[src/rtl/mux2_sweep_tester_pkg.sv]
// Shared definitions for the 2:1 mux sweep tester: FSM states, vector count
// and the reference function for the mux under test.
package mux2_sweep_tester_pkg;

  typedef enum logic [1:0] {
    IDLE  = 2'd0,
    DRIVE = 2'd1,
    DONE  = 2'd2
  } state_t;

  localparam int         NUM_VECTORS = 8;
  localparam logic [2:0] LAST_IDX    = 3'(NUM_VECTORS - 1);

  // Vector bits are {s, w0, w1}; the mux returns w1 when s is set.
  function automatic logic mux_expected(input logic [2:0] vec);
    return vec[2] ? vec[0] : vec[1];
  endfunction

endpackage

[src/rtl/mux2_sweep_tester_hold_timer.sv]
// Down-counter that paces each vector: load starts a HOLD_CYCLES window and
// last_cycle flags the final cycle of that window while enabled.
module hold_timer #(
  parameter int HOLD_CYCLES = 20
) (
  input  logic clk,
  input  logic rst,
  input  logic load,
  input  logic en,
  output logic last_cycle
);

  localparam int CW = (HOLD_CYCLES > 2) ? $clog2(HOLD_CYCLES) : 1;

  logic [CW-1:0] cnt;

  always_ff @(posedge clk or posedge rst) begin
    if (rst) begin
      cnt <= '0;
    end else if (load) begin
      cnt <= CW'(HOLD_CYCLES - 1);
    end else if (en && cnt != '0) begin
      cnt <= cnt - CW'(1);
    end
  end

  assign last_cycle = en && (cnt == '0);

endmodule

[src/rtl/mux2_sweep_tester.sv]
// Drives all eight {s,w0,w1} vectors into a 2:1 mux, samples f on the last
// cycle of each hold window and accumulates an error count and fail map.
module mux2_sweep_tester
  import mux2_sweep_tester_pkg::*;
#(
  parameter int HOLD_CYCLES = 20
) (
  input  logic       clk,
  input  logic       rst,
  input  logic       start,
  output logic       s,
  output logic       w0,
  output logic       w1,
  input  logic       f,
  output logic       busy,
  output logic       done,
  output logic       pass,
  output logic [3:0] err_count,
  output logic [7:0] fail_vec
);

  state_t     state;
  logic [2:0] idx;
  logic       last_cycle;
  logic       timer_load;
  logic       timer_en;
  logic       mismatch;
  logic [3:0] err_next;

  // The timer restarts on sweep entry and on every vector advance.
  assign timer_en   = (state == DRIVE);
  assign timer_load = (state != DRIVE) ? start : (last_cycle && idx != LAST_IDX);
  assign mismatch   = (f != mux_expected(idx));
  assign err_next   = err_count + {3'b000, mismatch};

  hold_timer #(
    .HOLD_CYCLES(HOLD_CYCLES)
  ) u_hold_timer (
    .clk       (clk),
    .rst       (rst),
    .load      (timer_load),
    .en        (timer_en),
    .last_cycle(last_cycle)
  );

  always_ff @(posedge clk or posedge rst) begin
    if (rst) begin
      state      <= IDLE;
      idx        <= '0;
      s          <= 1'b0;
      w0         <= 1'b0;
      w1         <= 1'b0;
      busy       <= 1'b0;
      done       <= 1'b0;
      pass       <= 1'b0;
      err_count  <= '0;
      fail_vec   <= '0;
    end else begin
      case (state)
        IDLE, DONE: begin
          if (start) begin
            state       <= DRIVE;
            idx         <= '0;
            {s, w0, w1} <= 3'b000;
            busy        <= 1'b1;
            done        <= 1'b0;
            pass        <= 1'b0;
            err_count   <= '0;
            fail_vec    <= '0;
          end
        end
        DRIVE: begin
          if (last_cycle) begin
            err_count <= err_next;
            if (mismatch) begin
              fail_vec[idx] <= 1'b1;
            end
            if (idx == LAST_IDX) begin
              state       <= DONE;
              busy        <= 1'b0;
              done        <= 1'b1;
              pass        <= (err_next == 4'd0);
              {s, w0, w1} <= 3'b000;
            end else begin
              idx         <= idx + 3'd1;
              {s, w0, w1} <= idx + 3'd1;
            end
          end
        end
        default: begin
          state <= IDLE;
        end
      endcase
    end
  end

endmodule

[config.mk]
export PLATFORM = sky130hd
export DESIGN_NAME = mux2_sweep_tester
export DESIGN_NICKNAME = d
export VERILOG_FILES = /design/src/rtl/mux2_sweep_tester_pkg.sv /design/src/rtl/mux2_sweep_tester_hold_timer.sv /design/src/rtl/mux2_sweep_tester.sv
export SDC_FILE = /design/constraint.sdc
export NUM_CORES = 1
export LEC_CHECK = 0
export CAP_MARGIN = 20
export CELL_PAD_IN_SITES_DETAIL_PLACEMENT = 0
export CELL_PAD_IN_SITES_GLOBAL_PLACEMENT = 1
export CORE_UTILIZATION = 45
export DETAILED_ROUTE_END_ITERATION = 6
export GPL_TIMING_DRIVEN = 1
export PLACE_DENSITY = 0.94
export SYNTH_ARGS = -nofsm -noshare
export SYNTH_HDL_FRONTEND = slang
export SYNTH_SLANG_ARGS = --single-unit
[constraint.sdc]
create_clock -name clk -period 4.9 [get_ports clk]
set_input_delay 0.735 -clock clk [delete_from_list [all_inputs] [get_ports clk]]
set_output_delay 0.735 -clock clk [all_outputs]
set_load 0.005 [all_outputs]
==> results of run 1 <==
## sequential cells by signal (all words and copies together), names as in the netlist
register          cells
done                  1
pass                  1
w0                    1
u_hold_timer.cnt      5
fail_vec              8
idx                   3
s                     1
err_count             4
state                 2
w1                    1
busy                  1
## cell families after synthesis
family / after synthesis / synth area share
AND/OR/NAND/NOR: 54 / 0.239
AO/OA/AOI/OAI: 35 / 0.178
flip-flops: 28 / 0.471
buffers and inverters: 12 / 0.0311
adder cells (fa/ha/maj): 5 / 0.0420
multiplexers: 4 / 0.0277
XOR/XNOR: 2 / 0.0118
## tightest hold or removal path, cell delays in order, from the launching register on
cell	delay, ns
dfrtp_1	0.37
nand2_1	0.05
o31ai_1	0.05
## path summary, 6_finish.rpt
kind                                             to         from  slack [ns]  depth (start not counted)
worst max-delay path                           pass            f        2.64                          7
worst min-delay path                    fail_vec[1]  fail_vec[1]        0.50                          2
worst max register to register                 pass       idx[2]        2.85                          7
worst min register to register          fail_vec[1]  fail_vec[1]        0.50                          2
max in group asynchronous       u_hold_timer.cnt[0]          rst        3.90                          3
min in group asynchronous              err_count[2]          rst        0.60                          2
## metal layers
metal	GRT usage	wire length, um
met1	0.293	1470
met2	0.294	1440
met5	0	0
met4	0.0963	60
met3	0.0284	143
## Yosys cell counts (4+ instances only)
cell type / n / area (sq um)
dfrtp_1: 28 / 701
nand2_1: 12 / 45.0
nor2_1: 9 / 33.8
inv_1: 6 / 22.5
clkbuf_1: 5 / 18.8
ha_1: 5 / 62.6
o21ai_0: 5 / 25.0
nand3_1: 4 / 20.0
nor2b_1: 4 / 25.0
## cell type report
cell class                      instances  share of cell area
Multi-Input combinational cell        100               0.417
Tap cell                               44              0.0309
Inverter                                6              0.0126
Clock buffer                            3              0.0126
Timing Repair Buffer                   22               0.134
Sequential cell                        28               0.394
## through the flow
stage	hold slack [ns]	setup slack, ns
after detailed placement	0.470	2.27
final	0.497	2.64
after CTS	0.501	2.64
after floorplan	0.473	2.96
after global routing	0.530	2.54
after global placement	0.460	2.35
## where the power goes
part	switching, mW	internal [mW]
registers	0.0962	0.308
logic	0.164	0.215
clock network	0.0710	0.0290
total	0.331	0.552
==> results_tabular.tex, run 1 <==
\begin{tabular}{lr}
\hline
Metric & Value \\
\hline
\multicolumn{2}{l}{\textbf{Outcome}} \\
Run status & complete, no violations \\
\multicolumn{2}{l}{\textbf{Finish}} \\
Most common cell after layout, fill and taps aside & dfrtp\_1 \\
Layout area overhead & 19.6\% \\
Antenna diode count & 0 \\
Area of all sequential standard cells & 701 sq um \\
Fraction of layout cells with a size suffix above 1 & 0.0881 \\
\# nets final & 170 \\
Number of cells in the finished layout apart from fillers & 203 \\
Final cell utilization of the core & 0.574 \\
Multi-input gate area in the final layout & around 740 sq um \\
Fill cell instance count of the final layout & 282 \\
Most used cells in the layout excluding fill and tap cells & dfrtp\_1 (28), clkdlybuf4s50\_1 (21), nand2\_1 (12), nor2\_1 (9), inv\_1 (6) \\
Post-layout instance area & 1780 sq um \\
\multicolumn{2}{l}{\textbf{Power}} \\
VDD IR max & roughly 0.23 mV \\
Overall Power & 0.883 mW \\
Areal power density over the cells & 496 nW/um\^{}2 \\
Static leakage & 0.774 nW \\
\multicolumn{2}{l}{\textbf{CTS}} \\
TritonCTS buffer count & 3 \\
Root Buffer Master & clkbuf\_4 \\
Post\_cts resized & 0 \\
Post-CTS setup buffer count & 0 \\
Clock-pin slew reported for the worst setup and hold paths after clock tree synthesis & 0.15 ns \\
Sinks on Clock Net & 28 \\
Hold-fix buffers at CTS & 0 \\
Clock latency on the worst-skew pair & approximately 0.34 ns \\
Maximum count of clock buffers along a single path & 2 \\
CTS tree & yes \\
H-tree lvl count & 1 \\
\multicolumn{2}{l}{\textbf{Timing}} \\
Total Negative Setup Slacks & 0 ns \\
Final-report setup violation count & 0 \\
Slew at the pin closest to its max-slew limit & around 0.59 ns \\
Final critical path time including I/O delays and setup & 2.26 ns \\
Final count of pins violating max slew & 0 \\
Part of the cycle the worst path needs & 0.462 \\
Maximum clock frequency & 442 MHz \\
Unrepaired setup endpoints after global routing & false \\
Setup Skew & 0.00824 ns \\
Max\_slew headroom & 0.608 \\
Final hold violation count & 0 \\
\multicolumn{2}{l}{\textbf{Placed design}} \\
Count of buffers inserted at the top-level ports & 21 \\
Instance area after placement & 1730 sq um \\
RePlAce Congestion & 0.747 \\
HPWL after DPL & 2160 um \\
Post-Place Cells & 199 \\
\multicolumn{2}{l}{\textbf{Route}} \\
Final wirelength & a little over 3000 um \\
Antenna violation net count after detailed routing & 0 \\
Count of routing violations after the opening detailed-route iteration & 38 \\
Number of vias per cell & 5.71 \\
Vias & 1159 \\
DRC violations left & 0 \\
Drt wl/cell & 15.3 um \\
Iteration count of the initial detailed-routing pass & 4 \\
\multicolumn{2}{l}{\textbf{Floorplanning}} \\
Initial core utilization & 0.480 \\
Number of ports placed on the die boundary & 22 \\
Width of the die & about 60 um \\
Rows & 20 \\
Vertical die dimension & 59.5 um \\
Full die area & 3540 sq um \\
Core footprint & about 3100 sq um \\
\multicolumn{2}{l}{\textbf{Critical path}} \\
Longest individual stage delay on the worst path & $\sim$0.63 ns \\
Chain of cells forming the critical path & clkdlybuf4s50\_1 > xnor2\_1 > ha\_1 > ha\_1 > nor3\_1 > a41o\_1 > a32o\_1 \\
Critical Path Source Type & primary input \\
Setup Crit Path Kind & in2reg \\
Crit-path leading delay family & buffers and inverters \\
CP Buf/Inv Count & 1 \\
Crit-path most repeated cell & ha\_1 \\
Kind of end point of the critical path & flop \\
Cell at the slowest stage of the critical path & clkdlybuf4s50\_1 \\
Data required time of the worst path & 5.14 ns \\
Critical path peak fanout & 7 \\
Arrival time reported for the critical path endpoint & 2.51 ns \\
\multicolumn{2}{l}{\textbf{GRT}} \\
Number of global-route vias before repair & roughly 1100 \\
Maximum number of pins on one net before global-route repair & 29 \\
Number of antenna violations at the first check in global routing & 0 \\
Total routing usage reported by global routing & 0.201 \\
First-pass GRT wire length & 5290 um \\
GR Overflow Total & 0 \\
\multicolumn{2}{l}{\textbf{Synth}} \\
Number of enable flip-flop cells after synthesis & 0 \\
Post-synth ARST share & 1.00 \\
Total standard cell area after synthesis & 1490 sq um \\
Cell count after synthesis & 140 \\
Distinct cell type count of the synthesized netlist & 47 \\
Warnings, synthesis & 0 \\
Average instance area after synthesis & 10.6 sq um \\
Register area share after synthesis & 0.471 \\
\#FFs+latches synth & 28 \\
Synthesized netlist net count & 149 \\
Most common flop cell mapped by yosys & dfrtp\_1 \\
\multicolumn{2}{l}{\textbf{Run}} \\
Max-Cap Viols & 0 \\
\multicolumn{2}{l}{\textbf{Min path}} \\
Min-delay worst type & reg2reg \\
\hline
\end{tabular}
(Power assumes the default switching activity.)
==> inputs of run 2 (changes only) <==
--- a/config.mk
+++ b/config.mk
@@ -8,10 +8,10 @@
 export CAP_MARGIN = 20
 export CELL_PAD_IN_SITES_DETAIL_PLACEMENT = 0
 export CELL_PAD_IN_SITES_GLOBAL_PLACEMENT = 1
-export CORE_UTILIZATION = 45
+export CORE_UTILIZATION = 37
 export DETAILED_ROUTE_END_ITERATION = 6
 export GPL_TIMING_DRIVEN = 1
-export PLACE_DENSITY = 0.94
+export PLACE_DENSITY = 0.84
 export SYNTH_ARGS = -nofsm -noshare
 export SYNTH_HDL_FRONTEND = slang
 export SYNTH_SLANG_ARGS = --single-unit
==> constraint.sdc (replaced) <==
create_clock -name clk -period 2 [get_ports clk]
set_input_delay 0.3 -clock clk [delete_from_list [all_inputs] [get_ports clk]]
set_output_delay 0.3 -clock clk [all_outputs]
set_load 0.005 [all_outputs]
==> run 2 against run 1 <==
Effect of this change:
- register-to-register slack worse by 2.7 ns
- core utilization is 8.1 points lower
- clock-buffer cell count stayed put
- hold slack worse by 0.10 ns
- wire length is 3.4% higher
- sequential power is 130% higher
- combinational power grew to 2.8 times the previous value
==> results_tabular.tex, run 2 (synthesis results as in run 1) <==
\begin{tabular}{lr}
\hline
Metric & Value \\
\hline
\multicolumn{2}{l}{\textbf{Finish}} \\
\# nets final & 180 \\
Fraction of layout cells with a size suffix above 1 & 0.142 \\
Leading registers by flop count & fail\_vec x8, u\_hold\_timer.cnt x5, err\_count x4 \\
Flip-flop count of the largest register after layout & 8 \\
Number of cells in the finished layout apart from fillers & between 200 and 250 \\
Top register by number of flip-flops & fail\_vec \\
Most common cell after layout, fill and taps aside & dfrtp\_1 \\
Layout area overhead & 24.9\% \\
Most used cells in the layout excluding fill and tap cells & dfrtp\_1 (28), clkdlybuf4s50\_1 (21), nand2\_1 (12), buf\_4 (11), nor2\_1 (9) \\
Fill cell instance count of the final layout & between 300 and 400 \\
Antenna diode count & 0 \\
\multicolumn{2}{l}{\textbf{Min path}} \\
Min-delay worst type & in2async \\
\multicolumn{2}{l}{\textbf{Route}} \\
Antenna violation net count after detailed routing & 0 \\
Count of routing violations after the opening detailed-route iteration & 59 \\
Vias & 1189 \\
Number of vias per cell & between 5 and 6 \\
Iteration count of the initial detailed-routing pass & 4 \\
Final wirelength & roughly 3200 um \\
Drt wl/cell & 14.9 um \\
DRC violations left & 0 \\
\multicolumn{2}{l}{\textbf{Run}} \\
Max-Cap Viols & 0 \\
\multicolumn{2}{l}{\textbf{Critical path}} \\
FF-to-FF End & pass \\
Chain of cells forming the critical path & mux2i\_1 > xnor2\_1 > ha\_1 > ha\_1 > nor3\_1 > a41o\_1 > a32o\_1 \\
Critical path peak fanout & 5 \\
Cell at the slowest stage of the critical path & dfrtp\_1 \\
FF-to-FF setup slack & about 0.16 ns \\
Worst reg2reg path startpoint & idx[1] \\
Setup Crit Path Kind & reg2reg \\
Longest individual stage delay on the worst path & 0.44 ns \\
Data required time of the worst path & about 2.2 ns \\
Kind of end point of the critical path & flop \\
Critical Path Source Type & flop \\
Arrival time reported for the critical path endpoint & $\sim$2.0 ns \\
Logic depth of the worst register-to-register path & 7 \\
Crit-path most repeated cell & ha\_1 \\
\multicolumn{2}{l}{\textbf{GRT}} \\
Number of antenna violations at the first check in global routing & 0 \\
Number of global-route vias before repair & 1198 \\
GR Overflow Total & 0 \\
Maximum number of pins on one net before global-route repair & 29 \\
First-pass GRT wire length & 5670 um \\
Total routing usage reported by global routing & 0.171 \\
\multicolumn{2}{l}{\textbf{CTS}} \\
Maximum count of clock buffers along a single path & 2 \\
Post-CTS setup buffer count & 0 \\
CTS tree & yes \\
Post\_cts resized & 0 \\
Sinks on Clock Net & 28 \\
Hold-fix buffers at CTS & 0 \\
H-tree lvl count & 1 \\
Clock latency on the worst-skew pair & 0.27 ns \\
TritonCTS buffer count & 3 \\
Clock-pin slew reported for the worst setup and hold paths after clock tree synthesis & 0.10 ns \\
Root Buffer Master & clkbuf\_8 \\
\multicolumn{2}{l}{\textbf{Timing}} \\
Max\_slew headroom & 0.679 \\
Maximum clock frequency & 545 MHz \\
Unrepaired setup endpoints after global routing & false \\
Total Negative Setup Slacks & 0 ns \\
Setup Skew & 0.00808 ns \\
Final count of pins violating max slew & 0 \\
Final critical path time including I/O delays and setup & 1.84 ns \\
Part of the cycle the worst path needs & 0.918 \\
Slew at the pin closest to its max-slew limit & 0.481 ns \\
Final-report setup violation count & 0 \\
Final hold violation count & 0 \\
\multicolumn{2}{l}{\textbf{Power}} \\
Switching share of power & 0.360 \\
Part of the power in the clock network & 0.133 \\
VDD IR max & 0.425 mV \\
Static leakage & 0.823 nW \\
Areal power density over the cells & 1230 nW/um\^{}2 \\
Sequential share of power & 0.411 \\
Net load switching power & 0.824 mW \\
Combinational cell fraction of total power & 0.456 \\
Design internal power & 1.46 mW \\
\multicolumn{2}{l}{\textbf{Placed design}} \\
Count of buffers inserted at the top-level ports & 21 \\
HPWL after DPL & 2380 um \\
RePlAce Congestion & 0.866 \\
Post-Place Cells & around 210 \\
\multicolumn{2}{l}{\textbf{Floorplanning}} \\
Core footprint & 3770 sq um \\
Initial core utilization & 0.395 \\
Number of ports placed on the die boundary & 22 \\
Full die area & 4280 sq um \\
Rows & 22 \\
Width of the die & between 60 and 70 um \\
Vertical die dimension & $\sim$65 um \\
\multicolumn{2}{l}{\textbf{Outcome}} \\
Run status & complete, no violations \\
\hline
\end{tabular}
## run 2: changes by cell type in the layout (fill, tap and decap cells not counted), sizes merged
cell	before	now
buf	1	11
## run 2: layout make-up
class,instances,area (sq um),area share
inverter,6,22.5,0.0121
timing repair buffer,32,293,0.157
sequential,28,701,0.377
clock buffer,3,41.3,0.0222
tap,48,60.1,0.0323
multi-input combinational,100,742,0.399
## run 2: stage by stage
stage | worst slack [ns] | total power [mW] | util | area, sq um | hold slack [ns]
finish | 0.165 | 2.29 | 0.493 | 1860 | 0.394
global route | 0.0643 | 2.47 | 0.493 | 1860 | 0.437
CTS | 0.161 | 2.31 | 0.493 | 1860 | 0.407
detailed placement | -0.0377 | 2.00 | 0.482 | 1820 | 0.470
global placement | 0.0231 | 1.95 | 0.482 | 1820 | 0.465
floorplan | 0.0588 | 1.56 | - | 1490 | 0.365
## run 2: worst max-delay path by stage
| stage | from | cells past startpoint | endpoint |
|---|---|---|---|
| 4_1_cts | idx[0] | 7 | pass |
| 3_5_place_dp | f | 7 | pass |
| 5_1_grt | idx[0] | 7 | pass |
| 2_1_floorplan | idx[2] | 8 | pass |
| 6_report | idx[1] | 7 | pass |
| 3_3_place_gp | f | 7 | pass |
## run 2: metal layers
layer | routed length, um | vias up | track usage
li1 | - | 576 | -
met1 | 1680 | 593 | 0.245
met2 | 1440 | 18 | 0.265
met3 | 79 | 2 | 0.0243
met4 | 23 | 0 | 0.0516
met5 | 0 | - | 0
## run 2: critical path: cells and delay by family, from the launching register on
kind                     cells  cell delay, ns
XOR/XNOR                     1            0.14
multiplexers                 1            0.19
AND/OR/NAND/NOR              1            0.07
flip-flops                   1            0.44
AO/OA/AOI/OAI                2            0.45
adder cells (fa/ha/maj)      2            0.44
## run 2: power groups by stage
stage	Sequential, mW	Combinational (mW)	Clock [mW]
2_1_floorplan	0.918	0.637	0
3_3_place_gp	0.937	1.02	0
3_5_place_dp	0.951	1.04	0
4_1_cts	0.944	1.05	0.315
5_1_grt	0.973	1.16	0.337
6_report	0.942	1.04	0.304
==> inputs of run 3 (changes only) <==
--- a/config.mk
+++ b/config.mk
@@ -8,10 +8,11 @@
 export CAP_MARGIN = 20
 export CELL_PAD_IN_SITES_DETAIL_PLACEMENT = 0
 export CELL_PAD_IN_SITES_GLOBAL_PLACEMENT = 1
-export CORE_UTILIZATION = 37
+export CORE_UTILIZATION = 43
 export DETAILED_ROUTE_END_ITERATION = 6
+export DONT_BUFFER_PORTS = 1
 export GPL_TIMING_DRIVEN = 1
-export PLACE_DENSITY = 0.84
+export PLACE_DENSITY = 0.83
 export SYNTH_ARGS = -nofsm -noshare
 export SYNTH_HDL_FRONTEND = slang
 export SYNTH_SLANG_ARGS = --single-unit
==> constraint.sdc (replaced) <==
create_clock -name clk -period 1.6 [get_ports clk]
set_input_delay 0.24 -clock clk [delete_from_list [all_inputs] [get_ports clk]]
set_output_delay 0.24 -clock clk [all_outputs]
set_load 0.005 [all_outputs]
==> run 3 against run 2 <==
Effect of this change:
- sequential share of layout area down 1.2 points
- total power up 35%
- cell area up 3.4%
- die area down 14%
- the run now ends with negative setup slack left
- largest power group unchanged
- wire length up 4.2%
- largest cell class unchanged
- fmax up 4.7%
- critical endpoint unchanged
- highest routed layer unchanged
- critical path type unchanged
==> results_tabular.tex, run 3 (synthesis results as in run 1) <==
\begin{tabular}{lr}
\hline
Metric & Value \\
\hline
\multicolumn{2}{l}{\textbf{Route}} \\
Vias & 1182 \\
Drt wl/cell & 15.8 um \\
Number of vias per cell & about 5.5 \\
DRC violations left & 0 \\
Final wirelength & 3360 um \\
Iteration count of the initial detailed-routing pass & 5 \\
Count of routing violations after the opening detailed-route iteration & 62 \\
Antenna violation net count after detailed routing & 0 \\
\multicolumn{2}{l}{\textbf{Power}} \\
Net load switching power & 1.13 mW \\
Areal power density over the cells & 1610 nW/um\^{}2 \\
Design internal power & 1.96 mW \\
Static leakage & around 0.86 nW \\
VDD IR max & 0.695 mV \\
Combinational cell fraction of total power & 0.454 \\
Sequential share of power & 0.392 \\
Part of the power in the clock network & 0.154 \\
Switching share of power & 0.367 \\
\multicolumn{2}{l}{\textbf{Timing}} \\
Final hold violation count & 0 \\
Max\_slew headroom & 0.637 \\
Final critical path time including I/O delays and setup & 1.75 ns \\
Part of the cycle the worst path needs & 1.10 \\
Worst hold-check slack & 0.0475 ns \\
Unrepaired setup endpoints after global routing & true \\
Slew at the pin closest to its max-slew limit & between 0.5 and 0.6 ns \\
Setup Skew & 0.00588 ns \\
Maximum clock frequency & 571 MHz \\
Final count of pins violating max slew & 0 \\
Setup slack after layout & -0.153 ns \\
Final-report setup violation count & 10 \\
Total Negative Setup Slacks & -0.631 ns \\
\multicolumn{2}{l}{\textbf{Floorplanning}} \\
Width of the die & 60.8 um \\
Rows & 21 \\
Initial core utilization & 0.446 \\
Vertical die dimension & 60.8 um \\
Full die area & 3700 sq um \\
Number of ports placed on the die boundary & 22 \\
Core footprint & $\sim$3300 sq um \\
\multicolumn{2}{l}{\textbf{Placed design}} \\
HPWL after DPL & 2350 um \\
Instance area after placement & 1700 sq um \\
RePlAce Congestion & 0.854 \\
Count of buffers inserted at the top-level ports & 0 \\
Pre-CTS worst setup slack & -0.145 ns \\
\multicolumn{2}{l}{\textbf{Critical path}} \\
Data required time of the worst path & 1.85 ns \\
Critical path peak fanout & 4 \\
Kind of end point of the critical path & flop \\
Setup Crit Path Kind & reg2reg \\
Critical Path Source Type & flop \\
Arrival time reported for the critical path endpoint & 2.01 ns \\
\multicolumn{2}{l}{\textbf{Run}} \\
Max-Cap Viols & 0 \\
\multicolumn{2}{l}{\textbf{Finish}} \\
Flip-flop count of the largest register after layout & 8 \\
Post-layout instance area & 1920 sq um \\
Top register by number of flip-flops & fail\_vec \\
Most used cells in the layout excluding fill and tap cells & dfrtp\_1 (28), buf\_4 (25), nand2\_1 (12), nor2\_1 (9), o21ai\_0 (5) \\
Fraction of layout cells with a size suffix above 1 & 0.347 \\
\# nets final & about 180 \\
Most common cell after layout, fill and taps aside & dfrtp\_1 \\
Layout area overhead & 29.1\% \\
Leading registers by flop count & fail\_vec x8, u\_hold\_timer.cnt x5, err\_count x4 \\
Antenna diode count & 0 \\
\multicolumn{2}{l}{\textbf{CTS}} \\
Root Buffer Master & clkbuf\_4 \\
TritonCTS buffer count & 3 \\
Maximum count of clock buffers along a single path & 2 \\
Clock latency on the worst-skew pair & around 0.34 ns \\
Clock-pin slew reported for the worst setup and hold paths after clock tree synthesis & about 0.16 ns \\
Sinks on Clock Net & 28 \\
CTS tree & yes \\
H-tree lvl count & 1 \\
\multicolumn{2}{l}{\textbf{Outcome}} \\
Failing checks & negative setup slack \\
Run status & complete, but fails checks \\
\multicolumn{2}{l}{\textbf{Min path}} \\
Min-delay worst type & in2reg \\
\multicolumn{2}{l}{\textbf{GRT}} \\
Total routing usage reported by global routing & 0.199 \\
Number of antenna violations at the first check in global routing & 0 \\
GR Overflow Total & 0 \\
First-pass GRT wire length & $\sim$5400 um \\
Number of global-route vias before repair & 1181 \\
Maximum number of pins on one net before global-route repair & 29 \\
\hline
\end{tabular}
==> run 3: cell types whose count changed in the layout (fill, tap and decap cells not counted), sizes merged <==
cell           before  now
bufinv              0    1
clkdlybuf4s50      21    0
dlygate4sd3         0    1
buf                11   28
==> run 3: metrics by stage <==
| stage | cells | util | power [mW] |
|---|---|---|---|
| 3_3_place_gp | 201 | 0.508 | 2.30 |
| 4_1_cts | 211 | 0.551 | 2.94 |
| 3_5_place_dp | 201 | 0.508 | 2.36 |
| 6_report | 213 | 0.576 | 3.09 |
| 2_1_floorplan | 140 | - | 1.99 |
| 5_1_grt | 213 | 0.576 | 3.32 |
==> run 3: layout make-up <==
type                            count  area, sq um
Clock buffer                        3         22.5
Clock inverter                      1         30.0
Fill cell                         272         1420
Inverter                            6         22.5
Multi-Input combinational cell    100          857
Sequential cell                    28          701
Tap cell                           46         57.6
Timing Repair Buffer               29          231
==> run 3: power groups by stage <==
| stage | logic [mW] | registers, mW | clock network [mW] |
|---|---|---|---|
| after floorplan | 0.837 | 1.15 | 0 |
| after global placement | 1.10 | 1.20 | 0 |
| after detailed placement | 1.15 | 1.21 | 0 |
| after CTS | 1.25 | 1.20 | 0.483 |
| after global routing | 1.55 | 1.25 | 0.515 |
| final | 1.40 | 1.21 | 0.477 |
==> run 3: worst paths after layout <==
check	from	endpoint	slack (ns)	cells past startpoint
min in group asynchronous	rst	state[1]	0.38	3
setup reg to reg	idx[2]	pass	-0.15	7
hold / removal	start	u_hold_timer.cnt[4]	0.05	1
setup / recovery	idx[2]	pass	-0.15	7
hold reg to reg	fail_vec[6]	fail_vec[6]	0.52	2
max in group asynchronous	rst	fail_vec[0]	0.96	3
==> run 3: metal layers <==
layer  part of all wire  GRT usage
met1               0.45      0.258
met2               0.48      0.328
met3              0.051     0.0384
met4              0.014     0.0779
met5                  0          0
==> run 3: repair_timing <==
action / CTS / global route
endpoints found under the hold margin: 28 / 0
setup buffers: 5 / 3
cloned: 0 / 0
pin swaps: 8 / 8
setup endpoints to repair: 16 / 20
resized for setup: 8 / 16
hold buffers: 1 / 0
==> run 3: critical path: stages, from the launching register on <==
cell,delay [ns]
dfrtp_1,0.40
mux2i_1,0.23
xnor2_1,0.15
ha_2,0.25
ha_4,0.15
nor3_2,0.04
a41o_1,0.21
a32o_1,0.24
